## config.mk

```make
export PLATFORM = sky130hd
export DESIGN_NAME = key_debounce
export DESIGN_NICKNAME = d
export VERILOG_FILES = /design/src/rtl/key_debounce.sv
export SDC_FILE = /design/constraint.sdc
export NUM_CORES = 1
export LEC_CHECK = 0
export CORE_ASPECT_RATIO = 1.4
export CORE_MARGIN = 3
export CORE_UTILIZATION = 30
export DETAILED_ROUTE_END_ITERATION = 10
export GPL_TIMING_DRIVEN = 0
export PLACE_DENSITY_LB_ADDON = 0.1
export SYNTH_ARGS = -nofsm -noshare
export SYNTH_HDL_FRONTEND = slang
export SYNTH_SLANG_ARGS = --single-unit
```

## constraint.sdc

```tcl
create_clock -name clk -period 2.6 [get_ports clk]
set_input_delay 0.78 -clock clk [delete_from_list [all_inputs] [get_ports clk]]
set_output_delay 0.78 -clock clk [all_outputs]
set_load 0.01 [all_outputs]
```

## src/rtl/key_debounce.sv

```systemverilog
// key_debounce: per-key bounce filter with sticky press/release events packed for CPU readout.
// Define KEY_DEBOUNCE_AUTOREPEAT_EN to add held-key auto-repeat press pulses.
module key_debounce #(
    parameter int KEY_WIDTH       = 4,
    parameter int DATA_WIDTH      = 8,
    parameter int CNT_WIDTH       = 20,
    parameter int DEBOUNCE_CYCLES = 500000,
    parameter int REPEAT_DELAY    = 25000000,
    parameter int REPEAT_PERIOD   = 5000000
) (
    input  logic                  clk,
    input  logic                  reset,
    input  logic [KEY_WIDTH-1:0]  key_in,
    input  logic                  clear,
    input  logic [DATA_WIDTH-1:0] clear_mask,
    output logic [KEY_WIDTH-1:0]  key_state,
    output logic [KEY_WIDTH-1:0]  press_pulse,
    output logic [KEY_WIDTH-1:0]  release_pulse,
    output logic [DATA_WIDTH-1:0] data
);
    localparam int EVT_W = 3 * KEY_WIDTH;
    localparam logic [CNT_WIDTH-1:0] CNT_LAST = CNT_WIDTH'(DEBOUNCE_CYCLES - 1);

    logic [CNT_WIDTH-1:0] cnt_q [KEY_WIDTH];
    logic [CNT_WIDTH-1:0] cnt_d [KEY_WIDTH];
    logic [KEY_WIDTH-1:0] state_q, state_d, rise_d, fall_d;
    logic [KEY_WIDTH-1:0] press_q, press_d, release_q;
    logic [KEY_WIDTH-1:0] press_evt_q, press_evt_d, release_evt_q, release_evt_d;
    logic [KEY_WIDTH-1:0] repeat_w, press_clr_w, release_clr_w;
    logic [EVT_W-1:0]     mask_w;
    logic                 unused_mask;

    always_comb begin
        for (int i = 0; i < KEY_WIDTH; i++) begin
            cnt_d[i]  = (key_in[i] == state_q[i] || cnt_q[i] == CNT_LAST) ? '0 : cnt_q[i] + 1'b1;
            rise_d[i] = key_in[i] & ~state_q[i] & (cnt_q[i] == CNT_LAST);
            fall_d[i] = ~key_in[i] & state_q[i] & (cnt_q[i] == CNT_LAST);
        end
    end

    // Mask bits map onto data positions; the key_state field and padding are ignored.
    assign mask_w        = EVT_W'(clear_mask);
    assign press_clr_w   = {KEY_WIDTH{clear}} & mask_w[KEY_WIDTH +: KEY_WIDTH];
    assign release_clr_w = {KEY_WIDTH{clear}} & mask_w[2*KEY_WIDTH +: KEY_WIDTH];
    assign unused_mask   = ^{clear_mask, mask_w[KEY_WIDTH-1:0]};

    assign state_d       = (state_q | rise_d) & ~fall_d;
    assign press_d       = rise_d | repeat_w;
    // A pulse arriving with a clear still sets the bit, so no event is lost.
    assign press_evt_d   = press_q | (press_evt_q & ~press_clr_w);
    assign release_evt_d = release_q | (release_evt_q & ~release_clr_w);

`ifdef KEY_DEBOUNCE_AUTOREPEAT_EN
    localparam int RPT_W = $clog2(REPEAT_DELAY + 1);
    localparam logic [RPT_W-1:0] RPT_LAST   = RPT_W'(REPEAT_DELAY - 1);
    localparam logic [RPT_W-1:0] RPT_RELOAD = RPT_W'(REPEAT_DELAY - REPEAT_PERIOD);

    logic [RPT_W-1:0] rpt_q [KEY_WIDTH];
    logic [RPT_W-1:0] rpt_d [KEY_WIDTH];

    // Reloading to DELAY-PERIOD makes every later repeat land PERIOD cycles apart.
    always_comb begin
        for (int i = 0; i < KEY_WIDTH; i++) begin
            repeat_w[i] = state_q[i] & ~fall_d[i] & (rpt_q[i] == RPT_LAST);
            rpt_d[i]    = (~state_q[i] | rise_d[i]) ? '0 : repeat_w[i] ? RPT_RELOAD : rpt_q[i] + 1'b1;
        end
    end

    always_ff @(posedge clk or negedge reset) begin
        if (!reset) begin
            for (int i = 0; i < KEY_WIDTH; i++) rpt_q[i] <= '0;
        end else begin
            for (int i = 0; i < KEY_WIDTH; i++) rpt_q[i] <= rpt_d[i];
        end
    end
`else
    assign repeat_w = '0;
`endif

    always_ff @(posedge clk or negedge reset) begin
        if (!reset) begin
            for (int i = 0; i < KEY_WIDTH; i++) cnt_q[i] <= '0;
            state_q       <= '0;
            press_q       <= '0;
            release_q     <= '0;
            press_evt_q   <= '0;
            release_evt_q <= '0;
        end else begin
            for (int i = 0; i < KEY_WIDTH; i++) cnt_q[i] <= cnt_d[i];
            state_q       <= state_d;
            press_q       <= press_d;
            release_q     <= fall_d;
            press_evt_q   <= press_evt_d;
            release_evt_q <= release_evt_d;
        end
    end

    assign key_state     = state_q;
    assign press_pulse   = press_q;
    assign release_pulse = release_q;
    assign data          = DATA_WIDTH'({release_evt_q, press_evt_q, state_q});
endmodule

```

==> results_dict.tcl <==
set metrics [dict create \
    status "finished clean" \
    cp_max_fo 10 \
    core_area_sq_um 15680 \
    fillerInstances 1594 \
    ys_seq_area_frac 0.4983 \
    place_area_sq_um 5391 \
    vias 3529 \
    fin_crit_ns 2.356 \
    grt.total_usage 0.1253 \
    start_util 0.3076 \
    die_y_um 156.0 \
    syn_area_per_cell_sq_um 10.02 \
    htree_levels 3 \
    synth-edff-count 0 \
    grt-ovfl-total 0 \
    maxSlewViolCount 0 \
    synth.top_cells.by_area "dfrtp_1 50%, xnor2_1 7.3%, nor2_1 6.0%" \
    antenna_found_initial 0 \
    hold_class "in -> async" \
    syn_inst 481 \
    routabilityCongestion 0.7935 \
    worst_clock_skew_ns 0.008944 \
    clkLatencyLatePin_ns 0.35 \
    synth_top_cell_area_share 0.4983 \
    regToRegStartpoint "cnt_q[40]" \
    ys_types 42 \
    post_cts_buffers 0 \
    cts_buffer_depth 2 \
    layout-drive-gt1-share 0.07765 \
    period_share 0.9062 \
    grt_pass1_vias 3667 \
    hold_ws_ns 0.3561 \
    worst_slew_pin_slew_ns 0.7003 \
    wirelength_mm 10.04 \
    r2r_slack_ns 0.29 \
    rsz0062_at_grt "false" \
    clock_sinks 96 \
    layout_commonest_cell "dfrtp_1" \
    grt_max_degree 67 \
    cts.reportedPaths.clkPinSlew_ns 0.07 \
    nets 550 \
    power.leakage_nw 2.322 \
    area_growth_syn_to_layout_pct 19.00 \
    die-area_sq_um 17650 \
    hpwl_mm 7.253 \
    core.rowCount 54 \
    max_freq_ghz 0.4244 \
    n_antenna_cell 0 \
    drt_iter0_markers 126 \
    final_area_sq_um 5737 \
    multi_input_area_sq_um 2258 \
    yosysTopAreaCell "dfrtp_1" \
    r2r_end "cnt_q[49]" \
    port_buffers 30 \
    cts_tree "yes" \
    die_x_um 113.1 \
    synth_nets 508 \
    ys_warn_count 0 \
    vias_per_cell 4.874 \
    final_core_util 0.3660 \
    syn-cell-area_sq_um 4821 \
    power_density_nw_per_um2 553.6 \
    critPathKind "in -> reg" \
    cp-end-kind "flop" \
    root_buffer "clkbuf_16" \
    final_cell_mix "96 x dfrtp_1, 77 x nor2_1, 40 x xnor2_1" \
    antenna_left 0 \
    worst_ep_arrival_time_ns 2.57 \
    drc 0 \
    setup_viol_count_final 0 \
    yosys_register_bits 96 \
    finalHoldViolations 0 \
    wl_per_cell_um 13.86 \
    synth_ff_type "dfrtp_1" \
    synthArstFlopShare 1.000 \
    pin_count 35 \
    maxCapViolations 0 \
    tns_ns 0 \
    relSlewSlack 0.5303 \
    crit_required_ns 2.81 \
    cts-hold-fix-buffers 0 \
    cts_resized 0 \
    critPathLaunchType "primary input" \
    regArea_sq_um 2402 \
    rr_worst_depth 5 \
    grt_pass1_wl_mm 17.97 \
    drtPass1Iterations 4 \
    cts-buffers-inserted 9 \
    ir_drop_mv 0.3459 \
]
-- registers in the layout (all words and copies together), names as in the netlist, named ones only --
signal and flops:
press_pulse 4, release_pulse 4, cnt_q 80, press_evt_q 4
-- worst max path at each step --
stage                          from   endpoint
after floorplan           cnt_q[69]  cnt_q[74]
after global placement        reset  cnt_q[69]
after detailed placement  key_in[3]  cnt_q[10]
after CTS                 key_in[3]  cnt_q[15]
after global routing      key_in[3]  cnt_q[14]
final                     key_in[3]   cnt_q[9]
-- where the power goes --
part	total, mW	leakage (nW)	internal (mW)	switching (mW)
combinational	0.118	0.846	0.0426	0.0753
sequential	1.53	1.31	1.51	0.0186
clock	1.53	0.166	0.942	0.590
-- through the flow --
stage	power, mW	setup WS [ns]	instances
6_report	3.176	0.2438	724
5_1_grt	3.316	0.01455	724
4_1_cts	3.244	0.2060	724
3_5_place_dp	1.679	-0.1845	708
3_3_place_gp	1.674	-3.038	707
2_1_floorplan	1.605	0.7323	481
-- final cells by class --
cell class	count	share of cell area
timing repair buffer	31	0.05671
multi-input combinational	350	0.3937
clock buffer	9	0.03926
inverter	22	0.01439
buffer	13	0.01352
sequential	96	0.4188
tap	196	0.04275
clock inverter	7	0.02094
-- cell usage after synthesis (4+ instances only) --
library cell	instances
and4_1	6
nand3_1	24
a21oi_1	8
nor4b_1	7
buf_2	4
xor2_1	19
or3_1	10
mux2i_1	10
ha_1	12
nor3_1	14
nor4_1	28
xnor2_1	40
nand2_1	30
buf_4	4
a21o_1	4
o21ai_0	5
and2_1	8
nor2_1	77
dfrtp_1	96
inv_1	22
nand4_1	26
-- cells by family (layout without fill, tap and decap cells) --
kind of cell	after synthesis	count (layout)	synth area share
adder cells (fa/ha/maj)	12	12	0.03114
XOR/XNOR	59	59	0.1072
flip-flops	96	96	0.4983
buffers and inverters	35	82	0.03322
AND/OR/NAND/NOR	244	244	0.2733
AO/OA/AOI/OAI	25	25	0.03608
multiplexers	10	10	0.02076
-- critical path, stage by stage --
cell	delay, ns
clkdlybuf4s50_1	0.48
inv_1	0.06
ha_1	0.37
o21bai_1	0.30
clkbuf_1	0.47
nor2_1	0.10
-- metal layers --
layer / part of all wire / global-route usage / routed length (um)
met1: 0.45 / 0.1560 / 4510
met2: 0.50 / 0.2130 / 5042
met3: 0.031 / 0.02716 / 314
met4: 0.017 / 0.04639 / 171
met5: 0 / 0 / 0
(Power assumes the default switching activity.)
